File: config.mk
export PLATFORM = sky130hd
export DESIGN_NAME = adder_share_arb
export DESIGN_NICKNAME = d
export VERILOG_FILES = /design/src/rtl/adder_share_arb.sv
export SDC_FILE = /design/constraint.sdc
export NUM_CORES = 1
export LEC_CHECK = 0
export CAP_MARGIN = 20
export CORE_ASPECT_RATIO = 1.4
export CORE_MARGIN = 2
export CORE_UTILIZATION = 35
export DETAILED_ROUTE_END_ITERATION = 10
export PLACE_DENSITY = 0.66
export SLEW_MARGIN = 20
export SYNTH_ARGS = -nofsm -noshare
export SYNTH_HDL_FRONTEND = slang
export SYNTH_HIERARCHICAL = 1
export SYNTH_SLANG_ARGS = --single-unit
export TNS_END_PERCENT = 100
File: constraint.sdc
create_clock -name clk -period 3.1 [get_ports clk]
set_input_delay 0.31 -clock clk [delete_from_list [all_inputs] [get_ports clk]]
set_output_delay 0.31 -clock clk [all_outputs]
set_load 0.02 [all_outputs]
File: src/rtl/adder_share_arb.sv
// adder_share_arb: round-robin sequencer that time-shares one 5-bit
// ripple-carry adder among four requesters with a valid/ready result port.

// Shared 5-bit ripple-carry adder, carry-in fixed at 0.
module BigAdder (
    input  logic [4:0] X,
    input  logic [4:0] Y,
    output logic [4:0] S,
    output logic       C5
);

    logic [5:0] c;

    // Ripple the carry bit by bit from the LSB.
    always_comb begin
        c = '0;
        S = '0;
        for (int i = 0; i < 5; i++) begin
            S[i]     = X[i] ^ Y[i] ^ c[i];
            c[i + 1] = (X[i] & Y[i]) | (c[i] & (X[i] ^ Y[i]));
        end
        C5 = c[5];
    end

endmodule

module adder_share_arb #(
    parameter int N_REQ = 4,
    parameter int W     = 5
) (
    input  logic                 clk,
    input  logic                 rst,
    input  logic [N_REQ-1:0]     req,
    input  logic [N_REQ*W-1:0]   x_in,
    input  logic [N_REQ*W-1:0]   y_in,
    output logic [N_REQ-1:0]     gnt,
    output logic                 res_valid,
    input  logic                 res_ready,
    output logic [1:0]           res_id,
    output logic [W-1:0]         res_sum,
    output logic                 res_c5
);

    typedef enum logic [1:0] {
        IDLE,
        EXEC,
        RESP
    } state_t;

    state_t             state_q, state_d;
    logic [1:0]         ptr_q, ptr_d;
    logic [W-1:0]       x_q, x_d;
    logic [W-1:0]       y_q, y_d;
    logic [1:0]         id_q, id_d;
    logic [N_REQ-1:0]   gnt_q, gnt_d;
    logic               valid_q, valid_d;
    logic [W-1:0]       sum_q, sum_d;
    logic               c5_q, c5_d;
    logic [1:0]         rid_q, rid_d;

    logic [1:0]         win;
    logic               hit;
    logic [1:0]         idx;
    logic [W-1:0]       add_s;
    logic               add_c5;

    BigAdder u_add (
        .X  (x_q),
        .Y  (y_q),
        .S  (add_s),
        .C5 (add_c5)
    );

    // Round-robin pick: first set req bit at or after ptr, with wrap.
    always_comb begin
        win = '0;
        hit = 1'b0;
        idx = '0;
        for (int k = 0; k < N_REQ; k++) begin
            idx = ptr_q + 2'(k);
            if (!hit && req[idx]) begin
                win = idx;
                hit = 1'b1;
            end
        end
    end

    // Next-state and register updates for the IDLE/EXEC/RESP sequence.
    always_comb begin
        state_d = state_q;
        ptr_d   = ptr_q;
        x_d     = x_q;
        y_d     = y_q;
        id_d    = id_q;
        gnt_d   = '0;
        valid_d = valid_q;
        sum_d   = sum_q;
        c5_d    = c5_q;
        rid_d   = rid_q;
        unique case (state_q)
            IDLE: begin
                if (hit) begin
                    x_d     = x_in[win*W +: W];
                    y_d     = y_in[win*W +: W];
                    id_d    = win;
                    gnt_d   = N_REQ'(1) << win;
                    ptr_d   = win + 2'd1;
                    state_d = EXEC;
                end
            end
            EXEC: begin
                sum_d   = add_s;
                c5_d    = add_c5;
                rid_d   = id_q;
                valid_d = 1'b1;
                state_d = RESP;
            end
            RESP: begin
                if (res_ready) begin
                    valid_d = 1'b0;
                    state_d = IDLE;
                end
            end
            default: begin
                state_d = IDLE;
            end
        endcase
    end

    // State register with synchronous reset that discards in-flight work.
    always_ff @(posedge clk) begin
        if (rst) begin
            state_q <= IDLE;
            ptr_q   <= '0;
            x_q     <= '0;
            y_q     <= '0;
            id_q    <= '0;
            gnt_q   <= '0;
            valid_q <= 1'b0;
            sum_q   <= '0;
            c5_q    <= 1'b0;
            rid_q   <= '0;
        end else begin
            state_q <= state_d;
            ptr_q   <= ptr_d;
            x_q     <= x_d;
            y_q     <= y_d;
            id_q    <= id_d;
            gnt_q   <= gnt_d;
            valid_q <= valid_d;
            sum_q   <= sum_d;
            c5_q    <= c5_d;
            rid_q   <= rid_d;
        end
    end

    assign gnt       = gnt_q;
    assign res_valid = valid_q;
    assign res_id    = rid_q;
    assign res_sum   = sum_q;
    assign res_c5    = c5_q;

endmodule

# Word-level counts from Yosys, hierarchy flattened
# Index checks and enable logic that the tools add are counted.
dict set report word_totals {
  ff_bits 29
  output_inout_bits 13
}
dict set report classes {
  n_addsub 4
  n_mul 1
  magnitude_cmp 4
  n_eq_ne 4
  shift 3
  mux 21
  bitwise 24
  n_reduce_logical 12
}
# cell count
set op_table {}
lappend op_table {{$shiftx A20 B6 Y5} 2}
lappend op_table {{$lt A2 B3 Y1 const B} 4}
lappend op_table {{$mux W2} 6}
lappend op_table {{$and A1 B1 Y1} 9}
lappend op_table {{$mux W1} 9}
lappend op_table {{$xor A1 B1 Y1} 9}
lappend op_table {{$bmux W1 S2} 4}
lappend op_table {{$pmux W2 S3} 1}
lappend op_table {{$reduce_and A2 Y1} 3}
lappend op_table {{$mul A2 B3 Y5 const B} 1}
lappend op_table {{$add A2 B1 Y2 const B} 2}
lappend op_table {{$add A2 B2 Y2 const B} 2}
lappend op_table {{$ne A2 B2 Y1 const B} 2}
lappend op_table {{$or A1 B1 Y1} 4}
lappend op_table {{$shl A1 B2 Y4 const A} 1}
lappend op_table {{$logic_and A1 B1 Y1} 3}
lappend op_table {{$logic_not A1 Y1} 3}
lappend op_table {{$reduce_or A3 Y1} 1}
lappend op_table {{$eq A2 B1 Y1 const B} 1}
lappend op_table {{$eq A2 B2 Y1 const B} 1}
lappend op_table {{$logic_not A2 Y1} 1}
lappend op_table {{$not A1 Y1} 2}
lappend op_table {{$pmux W1 S2} 1}
lappend op_table {{$reduce_bool A2 Y1} 1}

# Depth between registers and ports, before layout
# Gate-level depths: netlist of the first run.
dict set report logic_depth {
  ltp_word 14
  ltp_mapped 11
  mapped_depth_nobuf 11
}

# Hierarchy
# The synthesis of the first run kept the hierarchy.
# mod n_inst cells_each area_per_inst_um2
set modules_own_cells {}
lappend modules_own_cells {adder_share_arb 1 170 1423.9}
lappend modules_own_cells {BigAdder 1 15 130.1}

# Worst setup path after synthesis of the first run
# No wires, ideal clock.
dict set report synth_timing {
  kind {register -> register}
  start {register x_q[0]}
  end {register sum_q[4] (netlist: res_sum[4])}
  setup_time_ns 0.071
  arrival_time_ns 2.094
  required_time_ns 3.029
  slack_ns 0.936
  path_stages_with_launch 12
  path_buffers 0
  period_less_slack_ns 2.164
  path_cell_list {dfxtp_1 ha_1 inv_1 fa_1 inv_1 fa_1 fa_1 inv_1 fa_1 inv_1 nand2_1 a21oi_1}
}
dict set report synth_between {
  elab_chain_len 8
}
# item line
set synth_lines {}
lappend synth_lines {{start, declared} 52} ;# logic [W-1:0] x_q, x_d;
lappend synth_lines {{start signal, assigned} 135} ;# x_q <= '0;
lappend synth_lines {{start signal, assigned} 146} ;# x_q <= x_d;
lappend synth_lines {{$and A1 B1 Y1 (2 in series)} 20} ;# c[i + 1] = (X[i] & Y[i]) | (c[i] & (X[i] ^ Y[i]));
lappend synth_lines {{$or A1 B1 Y1} 20}
lappend synth_lines {{$and A1 B1 Y1} 20}
lappend synth_lines {{$or A1 B1 Y1} 20}
lappend synth_lines {{$and A1 B1 Y1} 20}
lappend synth_lines {{$or A1 B1 Y1} 20}
lappend synth_lines {{$xor A1 B1 Y1} 19} ;# S[i] = X[i] ^ Y[i] ^ c[i];
lappend synth_lines {{via add_s[4]} 64} ;# logic [W-1:0] add_s;
lappend synth_lines {{end signal, assigned} 151} ;# sum_q <= sum_d;
lappend synth_lines {{end, declared} 57} ;# logic [W-1:0] sum_q, sum_d;
# The timed path passes the listed nets, and every way through them passes these cells.
# A chain may end at the register's enable or synchronous reset.

# Worst setup path after layout of the first run
# Ends and elaborated chain as after synthesis.

==> results by group, run 1 <==
Final layout
  • Fin util: 0.539
  • Antenna diode count: 0
  • Layout area overhead: 46.9%
  • Number of fill cells: 430
  • Non-filler cells, final: 305
  • Design Area, Final: 0.00228 mm2
  • Layout cells sized above 1: 0.0612
  • Final net count: 296

STA
  • Crit path time final: 2270 ps
  • Count of final setup violators: 0
  • Slew margin rel.: 0.559
  • Aggregate negative setup slack: 0 ps
  • Max Slew Vio Count: 0
  • Clock Skews: 4.55 ps
  • Worst-Margin Slew: 660 ps
  • RSZ-0062 raised after global routing: false
  • Fmax: 440 MHz
  • Hold Vio Cnt, Final: 0
  • Fin Hold WS: 453 ps
  • Post-route clock period utilization: 0.734

GRT
  • Initial antenna violation count: 0
  • Congestion Overflow GR: 0
  • First-pass GRT wire length: 5.94 mm
  • Vias in the first global route: 1395
  • All-Layer GR Usage: 0.153
  • Pin count of the biggest net entering global routing: 23

Synth
  • Synth Area per Inst: 8.40 um2
  • Post-synth top area cell: dfxtp_1
  • Top cells by area, synth: dfxtp_1 (37%), nand2_1 (7.7%), mux2i_1 (7.1%)
  • Sequential area share after synthesis: 0.374
  • Post-synthesis cell type count: 32
  • Number of synthesized register bits: 29
  • Synth top area share: 0.374
  • Synth Instances: 185
  • Mapped Area: 0.00155 mm2
  • Syn Nets: 237
  • Synthesis Warnings: 6

Clocking
  • CTS clock-pin slew for the worst setup and hold paths: 70 ps
  • Post-CTS Repair Setup Buffers: 0
  • Sink Count: 29
  • Htree depth: 2
  • Root Driver: clkbuf_8
  • Num CTS Buffers: 5
  • Clock Tree Buf Depth: 2
  • Clk_lat worst skew: 280 ps
  • Post_cts resized: 0
  • CTS tree: yes
  • Post-CTS Hold Fix Bufs: 0

Run
  • Max cap viols: 0

Drt
  • Routed wire length: 3.38 mm
  • Via/cell ratio: 4.55
  • Initial DRC count: 26
  • Routed len/inst: 11.1 um
  • First-pass iteration count of the detailed router: 3
  • Vias: 1388
  • DRC: 0
  • DRT antenna net count: 0

Die
  • Die H: 82.8 um
  • Die ar.: 0.00500 mm2
  • Core Footprint: 0.00424 mm2
  • Initial Utilization: 0.367
  • Row cnt: 28
  • # IOs: 60
  • Die Wd: 60.3 um

Pwr
  • PwrDens: 482 mW/mm2
  • P_leak: 0.892 nW
  • Max VDD drop: 0.176 mV

Placement
  • Placed cells: 297
  • Post-DP Area: 0.00220 mm2
  • DP HPWL: 2.76 mm
  • PortBufs: 59
  • Placer Congestion: 0.792

Critical path
  • Max incr delay on CP: 400 ps
  • Worst-path cell chain: ha_1 -> inv_1 -> fa_1 -> inv_1 -> fa_1 -> fa_1 -> inv_1 -> fa_1 -> inv_1 -> nand2_1 -> a21oi_1
  • CP Launch Type: flop
  • CP arrival: 2490 ps
  • Worst path required time: 3320 ps
  • Critical-path maximum fanout: 2
  • Critical path class: reg2reg
  • Type of destination of the critical path: flop
  • CP max stage cell: fa_1

Min path
  • HP Class: reg2reg

Outcome
  • Status: finished clean
[placed cells by master (no fill, tap or decap), types with 10 or more instances in the layout]
master           count
a21oi_1             11
a21boi_0            10
inv_1               13
o21ai_1             10
nor2_1              11
nand2_1             32
dfxtp_1             29
o211ai_1            10
and3_1              10
mux2i_1             11
clkdlybuf4s50_1     59
[logic make-up after synthesis]
| kind of cell | after synthesis | synth area share |
|---|---|---|
| and+or+nand+nor | 66 | 0.209 |
| buffers and inverters | 24 | 0.0652 |
| AOI/OAI and AO/OA | 50 | 0.221 |
| muxes | 11 | 0.0709 |
| DFF | 29 | 0.374 |
| adders and majority gates | 5 | 0.0596 |
[final cells by class]
class / instances / area, um2 / share of cell area
Tap cell: 60 / 75.1 / 0.0329
Timing Repair Buffer: 63 / 621 / 0.272
Inverter: 13 / 48.8 / 0.0214
Sequential cell: 29 / 581 / 0.254
Clock inverter: 3 / 17.5 / 0.00767
Multi-Input combinational cell: 132 / 872 / 0.382
Clock buffer: 5 / 68.8 / 0.0301
[routing by layer]
metal / global-route usage / wire length (um)
met1: 0.180 / 1420
met2: 0.256 / 1730
met3: 0.0343 / 147
met4: 0.0667 / 80
met5: 0 / 0
[registers in the layout (all words and copies together), names as in the netlist, 2 cells and up]
signal   cells
gnt          4
id_q         2
ptr_q        2
res_id       2
res_sum      5
state_q      2
x_q          5
y_q          5
[per-stage QoR]
stage / total power [mW] / worst slack, ps
2_1_floorplan: 0.683 / 936
3_3_place_gp: 0.808 / 646
3_5_place_dp: 0.811 / 649
4_1_cts: 1.12 / 804
5_1_grt: 1.18 / 635
6_report: 1.10 / 825
[final timing paths]
check	startpoint	end	slack, ps	depth (start not counted)
setup / recovery	x_q[0]	res_sum[4]	830	11
hold / removal	res_id[0]	res_id[0]	450	2
setup reg to reg	x_q[0]	res_sum[4]	830	11
hold reg to reg	res_id[0]	res_id[0]	450	2
[where the power goes]
part,internal (mW),leakage [nW],switching (mW),total (mW)
registers,0.425,0.238,0.0351,0.460
logic,0.175,0.610,0.164,0.339
clock network,0.154,0.0439,0.147,0.301
total,0.755,0.892,0.346,1.10
[cells in the mapped netlist (all sizes together)]
master	count
nand2	32
dfxtp	29
inv	13
a21oi	11
mux2i	11
nor2	11
o21ai	11
a21boi	10
and3	10
o211ai	10
clkbuf	8
fa	4
nand2b	4
nor2b	4
buf	3
a2111oi	1
a211o	1
a211oi	1
a21o	1
a221oi	1
a311o	1
a31oi	1
and2	1
ha	1
nand3	1
nor3	1
nor4b	1
o21a	1
or3	1
[critical path, delay by kind of cell (launching register included)]
family          cells  cell delay, ps
compound gates      1             130
fa+ha+maj           5            1490
buf+inv             4             250
flops               1             310
simple gates        1              40
Note: power is estimated with default switching activity, not from simulation.
==> inputs of run 2 (changes only) <==
Clock period 3.1 ns to 2.4 ns, I/O delays scaled along.
==> results by group, run 2 (same netlist as run 1, synthesis figures left out) <==
Pwr
  • PwrDens: 639 mW/mm2
  • Max VDD drop: 0.293 mV
  • P_leak: 0.904 nW

STA
  • Aggregate negative setup slack: 0 ps
  • RSZ-0062 raised after global routing: false
  • Final WS setup: 163 ps
  • Worst-Margin Slew: 682 ps
  • Hold Vio Cnt, Final: 0
  • Clock Skews: 8.45 ps
  • Fmax: 447 MHz
  • Crit path time final: 2240 ps
  • Slew margin rel.: 0.545
  • Count of final setup violators: 0
  • Max Slew Vio Count: 0
  • Post-route clock period utilization: 0.932

GRT
  • Congestion Overflow GR: 0
  • First-pass GRT wire length: 5.79 mm
  • Vias in the first global route: 1404
  • Initial antenna violation count: 0
  • Pin count of the biggest net entering global routing: 22
  • All-Layer GR Usage: 0.149

Final layout
  • Commonest non-fill, non-tap cell in the layout: clkdlybuf4s50_1
  • Final net count: 297
  • Commonest cells after routing, fill and taps aside: clkdlybuf4s50_1 (59), nand2_1 (32), dfxtp_1 (28)
  • Antenna diode count: 0
  • Design Area, Final: 0.00232 mm2
  • Layout area overhead: 49.2%
  • Non-filler cells, final: 306
  • Layout cells sized above 1: 0.0894

Die
  • Die ar.: 0.00500 mm2
  • Core Footprint: 0.00424 mm2
  • Row cnt: 28
  • Die Wd: 60.3 um
  • # IOs: 60
  • Initial Utilization: 0.367
  • Die H: 82.8 um

Critical path
  • CP arrival: 2450 ps
  • Max incr delay on CP: 390 ps
  • CP Launch Type: flop
  • Type of destination of the critical path: flop
  • Worst path required time: 2610 ps
  • Critical path class: reg2reg
  • Worst-path cell chain: ha_1 -> inv_1 -> fa_2 -> inv_1 -> fa_2 -> fa_2 -> inv_2 -> fa_1 -> inv_1 -> nand2_1 -> a21oi_2
  • Critical-path maximum fanout: 2
  • CP max stage cell: fa_1

Clocking
  • Num CTS Buffers: 5
  • CTS clock-pin slew for the worst setup and hold paths: 60 ps
  • CTS tree: yes
  • Root Driver: clkbuf_8
  • Htree depth: 2
  • Clk_lat worst skew: 280 ps
  • Clock Tree Buf Depth: 2
  • Sink Count: 29

Drt
  • First-pass iteration count of the detailed router: 4
  • Via/cell ratio: 4.52
  • Routed len/inst: 10.7 um
  • Initial DRC count: 21
  • Vias: 1383
  • DRT antenna net count: 0
  • DRC: 0
  • Routed wire length: 3.28 mm

Placement
  • Placer Congestion: 0.763
  • Post-DP Area: 0.00220 mm2
  • DP HPWL: 2.66 mm
  • Pre-CTS WS: 92.6 ps
  • Placed cells: 298
  • PortBufs: 59

Run
  • Max cap viols: 0

Min path
  • HP Class: reg2reg

Outcome
  • Status: finished clean
## run 2: cell types whose count changed in the layout (fill, tap and decap cells not counted)
cell,before,now
a21oi_1,11,10
buf_4,4,5
dfxtp_1,29,28
inv_2,0,1
dfxtp_2,0,1
a21oi_2,0,1
clkinv_2,2,1
clkinvlp_4,1,0
inv_1,13,12
clkbuf_8,5,7
fa_1,4,1
fa_2,0,3
## run 2: critical path: cells and delay by family, from the launching register on
| kind | cells | cell delay [ps] |
|---|---|---|
| simple gates | 1 | 50 |
| buf+inv | 4 | 240 |
| flops | 1 | 320 |
| compound gates | 1 | 150 |
| fa+ha+maj | 5 | 1420 |
## run 2: cell type report
class | instances | area, um2
sequential | 29 | 582
tap | 60 | 75.1
timing repair buffer | 64 | 628
fill | 405 | 1920
clock buffer | 7 | 96.3
multi-input combinational | 132 | 883
clock inverter | 1 | 5.00
inverter | 13 | 48.8
## run 2: layer usage
layer | GRT usage | wire length (um)
met5 | 0 | 0
met4 | 0.0848 | 85
met3 | 0.0202 | 129
met2 | 0.242 | 1630
met1 | 0.180 | 1440
## run 2: worst paths after layout
check / from / to / slack [ps] / depth (start not counted)
max: x_q[0] / res_sum[4] / 160 / 11
min: res_id[0] / res_id[0] / 450 / 2
max reg2reg: x_q[0] / res_sum[4] / 160 / 11
min reg2reg: res_id[0] / res_id[0] / 450 / 2
## run 2: through the flow
step | total power [mW] | utilization | hold WS, ps
after floorplan | 0.882 | - | 309
after detailed placement | 1.05 | 0.520 | 446
after global routing | 1.58 | 0.547 | 474
final | 1.48 | 0.547 | 452
after CTS | 1.50 | 0.544 | 455
after global placement | 1.05 | 0.520 | 441
## run 2: power by group
part	internal (mW)	leakage (nW)	total [mW]	switching [mW]
combinational	0.232	0.612	0.444	0.213
sequential	0.549	0.238	0.597	0.0473
clock	0.259	0.0542	0.439	0.181
## run 2: repair_timing
action	in CTS	in global routing
setup endpoints to repair	0	1
buffers inserted	0	0
gates resized for setup	0	6
hold buffers	0	0
==> inputs of run 3 (changes only) <==
Settings changed: CORE_MARGIN 2 to default.
==> results by group, run 3 (same netlist as run 1, synthesis figures left out) <==
STA
  • Max Slew Vio Count: 0
  • RSZ-0062 raised after global routing: false
  • Fmax: 446 MHz
  • Aggregate negative setup slack: 0 ps
  • Post-route clock period utilization: 0.935
  • Count of final setup violators: 0
  • Slew margin rel.: 0.523
  • Crit path time final: 2240 ps
  • Clock Skews: 5.74 ps
  • Fin Hold WS: 451 ps
  • Hold Vio Cnt, Final: 0
  • Worst-Margin Slew: 716 ps

Critical path
  • CP Launch Type: flop
  • Worst path required time: 2620 ps
  • Type of destination of the critical path: flop
  • Critical path class: reg2reg
  • R2R Setup Slk: 160 ps
  • Critical-path maximum fanout: 2
  • CP arrival: 2460 ps

Pwr
  • Sw Ratio: 0.302
  • Total power: 1.50 mW
  • P_leak: 0.903 nW
  • Cell Int Power: 1.04 mW
  • Register share of total power: 0.399
  • Logic pwr share: 0.307
  • Max VDD drop: 0.211 mV
  • Clock power share: 0.294
  • PwrDens: 644 mW/mm2
  • P_sw: 0.452 mW

Final layout
  • Layout cells sized above 1: 0.0976
  • Commonest non-fill, non-tap cell in the layout: clkdlybuf4s50_1
  • Layout area overhead: 49.4%
  • Commonest cells after routing, fill and taps aside: clkdlybuf4s50_1 (59), nand2_1 (31), dfxtp_1 (28)
  • Antenna diode count: 0
  • Final net count: 297

Clocking
  • Sink Count: 29
  • CTS clock-pin slew for the worst setup and hold paths: 60 ps
  • Clock Tree Buf Depth: 2
  • Num CTS Buffers: 5
  • Root Driver: clkbuf_8
  • Htree depth: 2
  • Post-CTS Hold Fix Bufs: 0
  • CTS tree: yes
  • Clk_lat worst skew: 280 ps

Die
  • Die ar.: 0.00471 mm2
  • Row cnt: 28
  • Initial Utilization: 0.367
  • Core Footprint: 0.00424 mm2
  • # IOs: 60
  • Die Wd: 58.3 um
  • Die H: 80.8 um

Placement
  • DP HPWL: 2.66 mm
  • PortBufs: 59
  • Placer Congestion: 0.742

GRT
  • All-Layer GR Usage: 0.163
  • Vias in the first global route: 1364
  • First-pass GRT wire length: 5.78 mm
  • Initial antenna violation count: 0
  • Pin count of the biggest net entering global routing: 22
  • Congestion Overflow GR: 0

Min path
  • HP Class: reg2reg

Drt
  • Via/cell ratio: 4.66
  • Initial DRC count: 34
  • Routed wire length: 3.42 mm
  • First-pass iteration count of the detailed router: 4
  • Vias: 1425
  • Routed len/inst: 11.2 um
  • DRC: 0
  • DRT antenna net count: 0

Run
  • Max cap viols: 0

Outcome
  • Status: finished clean
[run 3: cell counts in the layout (fill, tap and decap cells not counted)]
Identical to the previous run, type by type.
[run 3: metal layers]
metal	GRT usage	vias to the layer above	share of wire
met5	0	-	0
met4	0.0929	0	0.025
met3	0.0382	7	0.039
met2	0.278	41	0.50
met1	0.184	628	0.44
li1	-	749	-
[run 3: power groups by stage]
stage	Sequential [mW]	Clock (mW)	Combinational, mW
after floorplan	0.620	0	0.262
after global placement	0.603	0	0.442
after detailed placement	0.607	0	0.449
after CTS	0.596	0.450	0.451
after global routing	0.606	0.476	0.517
final	0.597	0.439	0.459
[run 3: metrics by stage]
stage          cells   util  setup slack [ps]  cell area (um2)
2_1_floorplan    185      -               236             1550
6_report         306  0.548               157             2320
4_1_cts          306  0.544              88.6             2310
5_1_grt          306  0.548              21.3             2320
3_3_place_gp     298  0.520               165             2200
3_5_place_dp     298  0.520              95.5             2200
[run 3: repair_timing]
action / CTS / global route
setup buffers: 0 / 0
endpoints found under the setup margin: 0 / 1
resized for setup: 0 / 8
[run 3: worst max-delay path, cell delays in order, from the launching register on]
cell     delay [ps]
dfxtp_2         320
ha_1            180
inv_1            60
fa_2            170
inv_1            50
fa_2            330
fa_2            340
inv_2            60
fa_1            410
inv_2            60
nand2_2          40
a21oi_2         150
[run 3: final timing paths]
path                            depth (start not counted)         end    from
worst max-delay path                                   11  res_sum[4]  x_q[0]
worst min-delay path                                    2      res_c5  res_c5
worst max register to register                         11  res_sum[4]  x_q[0]
worst min register to register                          2      res_c5  res_c5
[run 3: layout make-up]
type / count / area (um2)
fillers: 422 / 1920
multi-input cells: 132 / 886
repair buffers: 64 / 628
flip-flops and latches: 29 / 582
clock buffers: 7 / 96.3
well taps: 60 / 75.1
inverters: 13 / 48.8
clock inverters: 1 / 5.00
